===== src/rtl/soc_map_pkg.sv =====
// SoC memory map shared by the APB interconnect and the software-visible address map.
// Holds slave base/limit constants, slave indices and the default access timeout.
package soc_map_pkg;

    localparam int unsigned NUM_SLAVES      = 4;
    localparam int unsigned WAIT_WIDTH      = 8;
    localparam int unsigned TIMEOUT_DEFAULT = 255;

    // Inclusive address windows
    localparam logic [31:0] SYSTEM_BASE  = 32'h0000_0000;
    localparam logic [31:0] SYSTEM_LIMIT = 32'h0000_FFFF;
    localparam logic [31:0] INTC_BASE    = 32'h0C00_0000;
    localparam logic [31:0] INTC_LIMIT   = 32'h0C00_0FFF;
    localparam logic [31:0] UART_BASE    = 32'h1000_0000;
    localparam logic [31:0] UART_LIMIT   = 32'h1000_0FFF;
    localparam logic [31:0] SRAM_BASE    = 32'h8000_0000;
    localparam logic [31:0] SRAM_LIMIT   = 32'h8FFF_FFFF;

    typedef enum logic [1:0] {
        SLV_SRAM   = 2'd0,
        SLV_UART   = 2'd1,
        SLV_SYSTEM = 2'd2,
        SLV_INTC   = 2'd3
    } slave_idx_e;

    // Address is widened to 64 bits so a wider bus never aliases into the 32-bit map
    function automatic logic addr_in_range(
        input logic [63:0] addr,
        input logic [31:0] base,
        input logic [31:0] limit
    );
        return (addr >= {32'h0000_0000, base}) && (addr <= {32'h0000_0000, limit});
    endfunction

endpackage


===== src/rtl/apb_decode.sv =====
// APB address decoder: maps paddr onto a one-hot slave vector and an unmapped flag.
// Windows are disjoint, so at most one bit of the vector is ever set.
module apb_decode
    import soc_map_pkg::*;
#(
    parameter int unsigned ADDR_WIDTH = 32
) (
    input  logic [ADDR_WIDTH-1:0] i_paddr,
    output logic [NUM_SLAVES-1:0] o_slv_hot,
    output logic                  o_unmapped
);

    logic [63:0]           w_addr;
    logic [NUM_SLAVES-1:0] w_hit;

    assign w_addr = 64'(i_paddr);

    // Compare the address against every slave window
    always_comb begin
        w_hit             = {NUM_SLAVES{1'b0}};
        w_hit[SLV_SRAM]   = addr_in_range(w_addr, SRAM_BASE,   SRAM_LIMIT);
        w_hit[SLV_UART]   = addr_in_range(w_addr, UART_BASE,   UART_LIMIT);
        w_hit[SLV_SYSTEM] = addr_in_range(w_addr, SYSTEM_BASE, SYSTEM_LIMIT);
        w_hit[SLV_INTC]   = addr_in_range(w_addr, INTC_BASE,   INTC_LIMIT);
    end

    assign o_slv_hot  = w_hit;
    assign o_unmapped = (w_hit == {NUM_SLAVES{1'b0}});

endmodule


===== src/rtl/apb_bus.sv =====
// APB interconnect: one master to four slaves with zero-latency response mux,
// an error response for unmapped addresses and a wait-state timeout.
module apb_bus
    import soc_map_pkg::*;
#(
    parameter int unsigned ADDR_WIDTH = 32,
    parameter int unsigned DATA_WIDTH = 32,
    parameter int unsigned TIMEOUT    = TIMEOUT_DEFAULT
) (
    input  logic                  clk,
    input  logic                  rts,
    input  logic [ADDR_WIDTH-1:0] paddr,
    input  logic [DATA_WIDTH-1:0] pdata,
    input  logic                  pwrite,
    input  logic [3:0]            pstb,
    input  logic                  psel,
    input  logic                  penable,
    output logic [DATA_WIDTH-1:0] prdata,
    output logic                  pready,
    output logic                  perr,
    output logic                  sram_sel,
    output logic                  sram_enable,
    input  logic [DATA_WIDTH-1:0] sram_data,
    input  logic                  sram_ready,
    input  logic                  sram_perr,
    output logic                  uart_sel,
    output logic                  uart_enable,
    input  logic [DATA_WIDTH-1:0] uart_data,
    input  logic                  uart_ready,
    input  logic                  uart_perr,
    output logic                  system_sel,
    output logic                  system_enable,
    input  logic [DATA_WIDTH-1:0] system_data,
    input  logic                  system_ready,
    input  logic                  system_perr,
    output logic                  intc_sel,
    output logic                  intc_enable,
    input  logic [DATA_WIDTH-1:0] intc_data,
    input  logic                  intc_ready,
    input  logic                  intc_perr
);

    localparam logic [WAIT_WIDTH-1:0] TIMEOUT_CNT = WAIT_WIDTH'(TIMEOUT);

    logic [NUM_SLAVES-1:0] w_slv_hot;
    logic                  w_unmapped;
    logic                  w_active;
    logic                  w_timeout;
    logic [DATA_WIDTH-1:0] w_mux_data;
    logic                  w_mux_ready;
    logic                  w_mux_err;
    logic [WAIT_WIDTH-1:0] r_wait;
    logic                  w_unused;

    // Write-side signals are consumed by the slaves directly
    assign w_unused = ^{pdata, pwrite, pstb};

    apb_decode #(
        .ADDR_WIDTH (ADDR_WIDTH)
    ) u_decode (
        .i_paddr    (paddr),
        .o_slv_hot  (w_slv_hot),
        .o_unmapped (w_unmapped)
    );

    assign w_active  = psel && !rts;
    assign w_timeout = penable && (r_wait == TIMEOUT_CNT);

    // Slave select/enable fan-out, forced low in reset or when the master is idle
    always_comb begin
        sram_sel      = 1'b0;
        uart_sel      = 1'b0;
        system_sel    = 1'b0;
        intc_sel      = 1'b0;
        if (w_active) begin
            sram_sel   = w_slv_hot[SLV_SRAM];
            uart_sel   = w_slv_hot[SLV_UART];
            system_sel = w_slv_hot[SLV_SYSTEM];
            intc_sel   = w_slv_hot[SLV_INTC];
        end else begin
            sram_sel   = 1'b0;
            uart_sel   = 1'b0;
            system_sel = 1'b0;
            intc_sel   = 1'b0;
        end
        sram_enable   = sram_sel   && penable;
        uart_enable   = uart_sel   && penable;
        system_enable = system_sel && penable;
        intc_enable   = intc_sel   && penable;
    end

    // Response mux keyed on the one-hot decode
    always_comb begin
        w_mux_data  = {DATA_WIDTH{1'b0}};
        w_mux_ready = 1'b0;
        w_mux_err   = 1'b0;
        case (w_slv_hot)
            4'b0001: begin
                w_mux_data  = sram_data;
                w_mux_ready = sram_ready;
                w_mux_err   = sram_perr;
            end
            4'b0010: begin
                w_mux_data  = uart_data;
                w_mux_ready = uart_ready;
                w_mux_err   = uart_perr;
            end
            4'b0100: begin
                w_mux_data  = system_data;
                w_mux_ready = system_ready;
                w_mux_err   = system_perr;
            end
            4'b1000: begin
                w_mux_data  = intc_data;
                w_mux_ready = intc_ready;
                w_mux_err   = intc_perr;
            end
            default: begin
                w_mux_data  = {DATA_WIDTH{1'b0}};
                w_mux_ready = 1'b0;
                w_mux_err   = 1'b0;
            end
        endcase
    end

    // Master response: unmapped and timed-out accesses answer with an error and zero data
    always_comb begin
        prdata = {DATA_WIDTH{1'b0}};
        pready = 1'b0;
        perr   = 1'b0;
        if (!w_active) begin
            prdata = {DATA_WIDTH{1'b0}};
            pready = 1'b0;
            perr   = 1'b0;
        end else if (w_unmapped) begin
            prdata = {DATA_WIDTH{1'b0}};
            pready = penable;
            perr   = penable;
        end else if (w_timeout) begin
            prdata = {DATA_WIDTH{1'b0}};
            pready = 1'b1;
            perr   = 1'b1;
        end else begin
            prdata = w_mux_data;
            pready = w_mux_ready;
            perr   = w_mux_err;
        end
    end

    // Access-phase wait counter; restarts on every completed or abandoned transfer
    always_ff @(posedge clk) begin
        if (rts) begin
            r_wait <= {WAIT_WIDTH{1'b0}};
        end else if (!penable || pready) begin
            r_wait <= {WAIT_WIDTH{1'b0}};
        end else if (psel) begin
            r_wait <= r_wait + {{(WAIT_WIDTH-1){1'b0}}, 1'b1};
        end else begin
            r_wait <= {WAIT_WIDTH{1'b0}};
        end
    end

endmodule


===== config.mk =====
export PLATFORM = sky130hd
export DESIGN_NAME = apb_bus
export DESIGN_NICKNAME = d
export VERILOG_FILES = /design/src/rtl/soc_map_pkg.sv /design/src/rtl/apb_decode.sv /design/src/rtl/apb_bus.sv
export SDC_FILE = /design/constraint.sdc
export NUM_CORES = 1
export LEC_CHECK = 0
export BUFFER_PORTS_ARGS = -buffer_cell sky130_fd_sc_hd__clkbuf_2
export CAP_MARGIN = 20
export CORE_AREA = 2 2 97 99
export CTS_CLUSTER_DIAMETER = 30
export DETAILED_ROUTE_END_ITERATION = 6
export DIE_AREA = 0 0 99 101
export SYNTH_ARGS = -nofsm -noshare
export SYNTH_HDL_FRONTEND = slang
export SYNTH_SLANG_ARGS = --single-unit
export TNS_END_PERCENT = 30

===== constraint.sdc =====
create_clock -name clk -period 6.95 [get_ports clk]
set_clock_uncertainty 0.15 [all_clocks]
set_input_delay 1.7375 -clock clk [delete_from_list [all_inputs] [get_ports clk]]
set_output_delay 1.7375 -clock clk [all_outputs]
set_load 0.005 [all_outputs]

Word level (Yosys, flattened, before mapping)
Index checks and enable logic that the tools add are counted.
{"block": "totals", "word_cells": 47, "input_bits": 209, "reg_bits": 8, "out_inout_bits": 42}
{"block": "op_classes", "muxes": 16, "n_eq_ne": 5, "n_reduce_logical": 15, "order_cmp": 8, "addsub": 1, "bitwise": 1}
{"operator": "$pmux 32 s4", "n": 1}
{"operator": "$mux 32", "n": 3}
{"operator": "$ge 32x1->1 const B", "n": 1}
{"operator": "$ge 32x28->1 const B", "n": 1}
{"operator": "$ge 32x29->1 const B", "n": 1}
{"operator": "$ge 32x32->1 const B", "n": 1}
{"operator": "$le 32x16->1 const B", "n": 1}
{"operator": "$le 32x28->1 const B", "n": 1}
{"operator": "$le 32x29->1 const B", "n": 1}
{"operator": "$le 32x32->1 const B", "n": 1}
{"operator": "$logic_and 1x1->1", "n": 10}
{"operator": "$mux 1", "n": 10}
{"operator": "$add 8x1->8 const B", "n": 1}
{"operator": "$eq 8x8->1 const B", "n": 1}
{"operator": "$pmux 1 s4", "n": 2}
{"operator": "$eq 4x1->1 const B", "n": 1}
{"operator": "$eq 4x2->1 const B", "n": 1}
{"operator": "$eq 4x3->1 const B", "n": 1}
{"operator": "$eq 4x4->1 const B", "n": 1}
{"operator": "$logic_not 4->1", "n": 1}
{"operator": "$reduce_or 3->1", "n": 1}
{"operator": "$logic_not 1->1", "n": 2}
{"operator": "$logic_or 1x1->1", "n": 1}
{"operator": "$not 1->1", "n": 1}

Longest topological paths before layout
Gate-level depths: netlist of the first run.
{"block": "logic_depth", "word_depth": 9, "depth_mapped": 7, "depth_no_buf": 6}

Modules after synthesis
Synthesis of the first run repeated with hierarchy kept, for this count alone.
{"block": "unflattened", "cells_unflattened": 210, "area_unflattened_um2": 1915.6}
{"mod": "apb_bus", "seq_area_each_um2": 160.2, "area_per_inst_um2": 1795.5, "instances": 1, "cells_per_inst": 192}
{"mod": "apb_decode", "seq_area_each_um2": 0.0, "area_per_inst_um2": 120.1, "instances": 1, "cells_per_inst": 18}

Worst setup path after synthesis of the first run
No wires, ideal clock.
{"block": "synth_path", "kind": "input -> output", "startpoint": "input port paddr[28]", "endpoint": "output port prdata[11]", "t_arrival_ns": 2.966, "stages": 6, "setup_slack_ns": 2.096, "n_path_buf": 2, "t_required_ns": 5.062, "path_cell_list": "clkbuf_2 -> or4b_1 -> o21ai_2 -> nand2_1 -> clkbuf_1 -> a21oi_1"}
{"block": "synth_via", "elab_chain_cells": 7, "word_cells_on_any_way": 21, "cone_classes": "order compare: 8; eq/ne: 4; mux: 4; reduce/logical: 5"}
{"item": "start: declaration", "line": "apb_bus.sv:12", "text": "input logic [ADDR_WIDTH-1:0] paddr,"}
{"item": "$ge 32x32->1 (tied with other cells)", "line": "soc_map_pkg.sv:32", "text": "return (addr >= {32'h0000_0000, base}) && (addr <= {32'h0000_0000, limit});"}
{"item": "$logic_and 1x1->1", "line": "soc_map_pkg.sv:32"}
{"item": "$eq 4x4->1 (tied with other cells)", "line": "apb_bus.sv:97", "text": "case (w_slv_hot)"}
{"item": "$pmux 32 s4", "line": "apb_bus.sv:97"}
{"item": "$mux 32", "line": "apb_bus.sv:139", "text": "end else if (w_timeout) begin"}
{"item": "$mux 32 *", "line": "apb_bus.sv:135", "text": "end else if (w_unmapped) begin"}
{"item": "$mux 32 *", "line": "apb_bus.sv:131", "text": "if (!w_active) begin"}
{"item": "end: declaration", "line": "apb_bus.sv:18", "text": "output logic [DATA_WIDTH-1:0] prdata,"}
Every way passes the cells marked *; elsewhere a longest branch is shown, timed or not.

Worst setup path after layout of the first run
{"block": "layout_path", "startpoint": "input port paddr[22]", "endpoint": "output port prdata[10]"}
Same word-level chain as after synthesis.

==> run summary, run 1 <==
Clock Pin Slew Worst Setup and Hold Paths: 0.04 ns
Asr flop ratio synth: 0
Horiz. Die Dim: 99 microns
Final Setup Violations: 0
Required time at the worst-slack endpoint: 5.06 ns
Nets: 593
Post-CTS Hold Buffers: 0
Max reg flops: 8
Pwr dens: 66.5 mW/mm^2
I/O Pins: 251
First-pass GRT wire length: 10900 microns
Largest net degree at the start of global routing: 29
Synth Register Bits: 8
Final wirelength: 7190 microns
Sw frac: 0.262
Diode count: 0
Clock root cell: clkbuf_8
Share of layout cells above drive strength 1: 0.572
Crit-path max FO: 22
Worst Reg2Reg Path Length in Cells: 6
Post-CTS Setup Bufs: 0
TritonCTS clock tree: built
Comb power frac: 0.374
Die footprint: 0.0100 sq mm
Top Registers: r_wait: 8 flops
Clock Latency Late Sink: 0.23 ns
Crit path time final: 5.78 ns
Starting density of the core: 0.155
Post-CTS sizing: 0
Most used cell along the critical path: clkbuf_2
Tightest Pin Transition: 0.652 ns
GR Overflow Total: 0
Tot GR Track Use: 0.131
Yosys cell types: 40
Internal power: 0.000121 W
Most frequent cells in the layout: 201 x clkbuf_2, 35 x nand2_1, 33 x a21oi_1
Status: finished with violations
Syn_area_per_cell: 7.30 sq um
Drt wl/cell: 14.6 microns
Most common cell after layout, fill and taps aside: clkbuf_2
Initial DRC Count: 168
Area grow syn2layout: 76.8%
Initial antenna violation count: 0
Part of the power in registers: 0.282
Fill cell count: 1025
CTS Sinks: 8
Top_reg_cell synth: dfxtp_1
Hold path depth: 1
Number of flops mapped to enable cells by yosys: 0
Clock power share: 0.344
Biggest register: r_wait
Syn Inst Count: 191
Util after Layout: 0.274
Slew margin rel.: 0.565
Lkg Pwr: 1.17 nW
Max-slew violations: 0
Slowest cell on crit path: and3_1
H-Tree Depth: 1
Post-DRT Antenna Nets: 0
Failing checks: design-rule violations
Max Cap Viol: 0
Site Rows: 35
Clock buffer depth: 2
Overall Power: 0.000164 W
Tcrit/Tclk final: 0.831
Slowest Stage Delay on Critical Path: 0.53 ns
RSZ-0062 raised after global routing: false
Routed via count: 2395
Hold crit path type: reg2reg
Detailed placement HPWL: 5880 microns
Post-Route Setup TNS: 0 ns
CP endpoint kind: primary output
F_max: 0.173 GHz
Syn nets: 401
Worst IR drop on VDD: 0.0742 mV
Pre-antenna DRT Iters: 7
Top post-synthesis cells by area: a222oi_1 23%, a21oi_1 12%, dfxtp_1 11%, nand2_1 9.4%, nor2_1 3.8%
Port bufs: 201
Vias per cell: 4.87
Core Footprint: 0.00898 sq mm
Placer Congestion: 0.756
YS warnings: 0
Post-Synthesis Cell Area: 0.00139 sq mm
WS Path Type: in2out
Worst-path cell chain: clkbuf_2 -> nor4_2 -> and4_4 -> and3_1 -> buf_4 -> a222oi_1 -> a21oi_1 -> clkbuf_2
Sequential cell area fraction in the yosys report: 0.115
Drt drc: 5
Yosys top cell area share: 0.230
Final Hold Viols: 0
CP Data Arrival Time: 3.89 ns
Min Hold Slack: 0.320 ns
CP startpoint kind: input pin
Vias in the first global route: 2307
Chip height: 101 microns
CTS Buf Count: 3
P_sw: 0.0000428 W
Yosys top cell by area: a222oi_1
## logic make-up after synthesis
kind of cell | Yosys count | share of synthesized area
buffers and inverters | 20 | 0.119
XOR/XNOR | 6 | 0.0377
flip-flops | 8 | 0.115
AO/OA/AOI/OAI | 76 | 0.418
adder cells (fa/ha/maj) | 1 | 0.00898
AND/OR/NAND/NOR | 80 | 0.301
## synthesized netlist by cell type (all sizes together), types with 2 or more instances
| library cell | count |
|---|---|
| a21oi | 33 |
| a222oi | 32 |
| a22oi | 2 |
| a31oi | 2 |
| a32o | 2 |
| and2 | 3 |
| and3 | 7 |
| and4 | 2 |
| buf | 15 |
| clkbuf | 4 |
| dfxtp | 8 |
| nand2 | 35 |
| nand3 | 4 |
| nand4 | 2 |
| nor2 | 14 |
| nor3 | 2 |
| nor4 | 5 |
| o21ai | 2 |
| xnor2 | 4 |
| xor2 | 2 |
## power by group through the flow
stage | Combinational [W] | Clock, W | Sequential [W]
after CTS | 0.0000617 | 0.0000572 | 0.0000461
after global placement | 0.0000599 | 0 | 0.0000469
after floorplan | 0.0000107 | 0 | 0.0000469
final | 0.0000613 | 0.0000563 | 0.0000462
after detailed placement | 0.0000613 | 0 | 0.0000469
after global routing | 0.0000674 | 0.0000597 | 0.0000461
## final cells by class
type	count	area [sq um]	area share
Sequential cell	8	160	0.0650
Multi-Input combinational cell	163	1080	0.437
Clock buffer	3	41.3	0.0168
Tap cell	111	139	0.0564
Timing Repair Buffer	206	1040	0.424
Inverter	1	3.75	0.00152
## path summary, 6_finish.rpt
kind                   from         end  slack (ns)
setup / recovery  paddr[22]  prdata[10]        1.17
hold / removal    r_wait[0]   r_wait[0]        0.32
setup reg to reg  r_wait[0]   r_wait[2]        5.21
hold reg to reg   r_wait[0]   r_wait[0]        0.32
## critical path, delay by kind of cell
family          cells  cell delay, ns
simple gates        3            1.20
compound gates      2            0.34
buf+inv             3            0.60
## layer usage
| metal | routed length, microns | vias up | track usage |
|---|---|---|---|
| li1 | - | 1162 | - |
| met1 | 2820 | 1100 | 0.152 |
| met2 | 3770 | 124 | 0.261 |
| met3 | 539 | 9 | 0.0118 |
| met4 | 61 | 0 | 0.0232 |
| met5 | 0 | - | 0 |
## stage by stage
stage               setup WS [ns]  std cells  area (sq um)
floorplan                    2.10        191          1390
global placement             1.17        489          2420
detailed placement           1.16        489          2420
CTS                          1.15        492          2460
global route                0.998        492          2460
finish                       1.17        492          2460
Power figures use the tool's default switching activity.
==> run 2, diff against run 1 <==
--- a/config.mk
+++ b/config.mk
@@ -5,12 +5,13 @@
 export SDC_FILE = /design/constraint.sdc
 export NUM_CORES = 1
 export LEC_CHECK = 0
+export ABC_AREA = 1
 export BUFFER_PORTS_ARGS = -buffer_cell sky130_fd_sc_hd__clkbuf_2
 export CAP_MARGIN = 20
-export CORE_AREA = 2 2 97 99
+export CORE_AREA = 2 2 96 98
 export CTS_CLUSTER_DIAMETER = 30
 export DETAILED_ROUTE_END_ITERATION = 6
-export DIE_AREA = 0 0 99 101
+export DIE_AREA = 0 0 98 100
 export SYNTH_ARGS = -nofsm -noshare
 export SYNTH_HDL_FRONTEND = slang
 export SYNTH_SLANG_ARGS = --single-unit
==> constraint.sdc (replaced) <==
create_clock -name clk -period 5.47 [get_ports clk]
set_clock_uncertainty 0.15 [all_clocks]
set_input_delay 1.3675 -clock clk [delete_from_list [all_inputs] [get_ports clk]]
set_output_delay 1.3675 -clock clk [all_outputs]
set_load 0.005 [all_outputs]
==> run summary, run 2 <==
Status: finished, final reports clean (was finished with violations)
Horiz. Die Dim: 98 microns (was 99 microns)
Post-Route Setup TNS: 0 ns (unchanged)
Required time at the worst-slack endpoint: 3.95 ns (was 5.06 ns)
Initial antenna violation count: 0 (unchanged)
Clock Pin Slew Worst Setup and Hold Paths: 0.04 ns (about the same)
Starting density of the core: 0.205 (was 0.155)
Util after Layout: 0.331 (was 0.274)
Most frequent cells in the layout: 201 x clkbuf_2, 85 x nand2_1, 46 x nor2_1 (was 201 x clkbuf_2, 35 x nand2_1, 33 x a21oi_1)
Share of layout cells above drive strength 1: 0.500 (was 0.572)
Detailed placement HPWL: 6350 microns (was 5880 microns)
Top delay family on crit path: simple AND/OR/NAND/NOR gates (unchanged)
Busiest grt layer: met2 (unchanged)
Clock Latency Late Sink: 0.22 ns (was 0.23 ns)
Port bufs: 201 (unchanged)
Crit path time final: 4.69 ns
Met1 usage: 0.189 (was 0.152)
Post-Synthesis Cell Area: 0.00182 sq mm (was 0.00139 sq mm)
Die footprint: 0.00980 sq mm (was 0.0100 sq mm)
Post-DRT Antenna Nets: 0 (unchanged)
Diode count: 0 (unchanged)
Top_reg_cell synth: dfxtp_1 (unchanged)
CP startpoint kind: input pin (unchanged)
GR Overflow Total: 0 (unchanged)
First-pass GRT wire length: 12100 microns (was 10900 microns)
Area grow syn2layout: 61.7% (was 76.8%)
Syn nets: 527 (was 401)
Met3 usage: 0.0181 (was 0.0118)
Syn_area_per_cell: 5.74 sq um (was 7.30 sq um)
CP Data Arrival Time: 3.17 ns (was 3.89 ns)
Commonest cells in the netlist: 85 x nand2_1, 46 x nor2_1, 42 x a21boi_0 (was 35 x nand2_1, 33 x a21oi_1, 32 x a222oi_1)
Area of the multi-input gates: 0.00147 sq mm (was 0.00108 sq mm)
TritonCTS clock tree: built (unchanged)
Clock buffer depth: 2 (unchanged)
Yosys cell types: 28 (was 40)
Met2 Use GR: 0.266 (was 0.261)
H-Tree Depth: 1 (unchanged)
Top Registers: r_wait: 8 flops (unchanged)
Post-CTS Hold Buffers: 0 (unchanged)
Tcrit/Tclk final: 0.857
Hold crit path type: reg2reg (unchanged)
Asr flop ratio synth: 0 (unchanged)
Lkg Pwr: 1.53 nW (was 1.17 nW)
Sequential cell area fraction in the yosys report: 0.0880 (was 0.115)
Tightest Pin Transition: 0.610 ns (was 0.652 ns)
F_max: 0.213 GHz
Initial DRC Count: 35 (was 168)
Overall Power: 0.000205 W (was 0.000164 W)
Post-CTS Setup Bufs: 0 (unchanged)
Core Footprint: 0.00889 sq mm (was 0.00898 sq mm)
Drt drc: 0 (was 5)
Yosys top cell area share: 0.175 (was 0.230)
RSZ-0062 raised after global routing: false (unchanged)
Synth Register Bits: 8 (unchanged)
Site Rows: 35 (unchanged)
Nets: 720 (was 593)
Placer Congestion: 0.794 (was 0.756)
YS warnings: 0 (unchanged)
I/O Pins: 251 (unchanged)
Drt wl/cell: 12.2 microns (was 14.6 microns)
Yosys top cell by area: nand2_1 (was a222oi_1)
CP bufs+invs: 3 (unchanged)
Slowest cell on crit path: buf_4 (was and3_1)
Chip height: 100 microns (was 101 microns)
Syn Inst Count: 317 (was 191)
Worst IR drop on VDD: 0.131 mV (was 0.0742 mV)
Final Setup Violations: 0 (unchanged)
CP endpoint kind: primary output (unchanged)
Top post-synthesis cells by area: nand2_1 18%, a21boi_0 17%, a21oi_2 9.6%, nor2_1 9.5%, dfxtp_1 8.8% (was a222oi_1 23%, a21oi_1 12%, dfxtp_1 11%, nand2_1 9.4%, nor2_1 3.8%)
Max-slew violations: 0 (unchanged)
Final wirelength: 7570 microns (was 7190 microns)
Slew margin rel.: 0.593 (was 0.565)
Number of flops mapped to enable cells by yosys: 0 (unchanged)
Largest net degree at the start of global routing: 35 (was 29)
Routed via count: 2756 (was 2395)
Slowest Stage Delay on Critical Path: 0.35 ns (was 0.53 ns)
Max Cap Viol: 0 (unchanged)
Clock root cell: clkbuf_8 (unchanged)
Max reg flops: 8 (unchanged)
Vias in the first global route: 2725 (was 2307)
CTS Sinks: 8 (unchanged)
Worst-path cell chain: clkbuf_2 -> nor2_1 -> nand2_1 -> nor2_1 -> nand3_2 -> nand2_1 -> nor2_2 -> nor2_8 -> nand2_2 -> buf_4 -> a21oi_1 -> clkbuf_2 (was clkbuf_2 -> nor4_2 -> and4_4 -> and3_1 -> buf_4 -> a222oi_1 -> a21oi_1 -> clkbuf_2)
Flip-flop and latch area: 160 sq um (unchanged)
Final Hold Viols: 0 (unchanged)
Pwr dens: 69.7 mW/mm^2 (was 66.5 mW/mm^2)
Pre-antenna DRT Iters: 4 (was 7)
WS Path Type: in2out (unchanged)
Most common cell after layout, fill and taps aside: clkbuf_2 (unchanged)
Crit-path max FO: 20 (was 22)
Biggest register: r_wait (unchanged)
Tot GR Track Use: 0.148 (was 0.131)
CTS Buf Count: 3 (unchanged)
Post-CTS sizing: 0 (unchanged)
Fill cell count: 1012 (was 1025)
Vias per cell: 4.45 (was 4.87)
Most frequent cell after synthesis: nand2_1 (unchanged)
-- run 2: cell types whose count changed after synthesis, moves of 23 or more --
cell      previous run  this run
nand2_1             35        85
a21boi_0             0        42
a222oi_1            32         0
nor2_1              14        46
a21oi_1             33         2
nand3_1              4        27
-- run 2: cell type report --
type / instances / area share
well taps: 111 / 0.0472
multi-input cells: 267 / 0.500
flip-flops and latches: 8 / 0.0544
clock buffers: 3 / 0.0140
repair buffers: 205 / 0.352
inverters: 25 / 0.0319
-- run 2: cells by family after synthesis --
kind of cell	count (synthesis)	synth area share
AND/OR/NAND/NOR	184	0.462
adder cells (fa/ha/maj)	1	0.00688
AO/OA/AOI/OAI	76	0.311
flip-flops	8	0.0880
XOR/XNOR	6	0.0289
buffers and inverters	42	0.103
-- run 2: final timing paths --
path / start / endpoint / slack (ns) / cells after the start
setup / recovery: paddr[24] / prdata[1] / 0.78 / 12
hold / removal: r_wait[0] / r_wait[0] / 0.29 / 1
setup reg to reg: r_wait[0] / r_wait[7] / 3.72 / 8
hold reg to reg: r_wait[0] / r_wait[0] / 0.29 / 1
-- run 2: per-layer routing --
layer,wire (microns),vias to the layer above
met2,3530,136
met1,3370,1204
met3,583,7
met4,96,0
li1,-,1409
met5,0,-
-- run 2: stage by stage --
step,worst slack [ns],hold WS (ns),area [sq um],instances
finish,0.780,0.293,2940,619
CTS,0.716,0.298,2940,619
global placement,0.761,0.282,2900,616
detailed placement,0.711,0.289,2900,616
global route,0.504,0.328,2940,619
floorplan,1.49,0.268,1820,317
-- run 2: report_power, final --
part / internal [W] / switching [W]
Clock: 0.0000475 / 0.0000211
Sequential: 0.0000587 / 0.0000000312
Combinational: 0.0000467 / 0.0000312
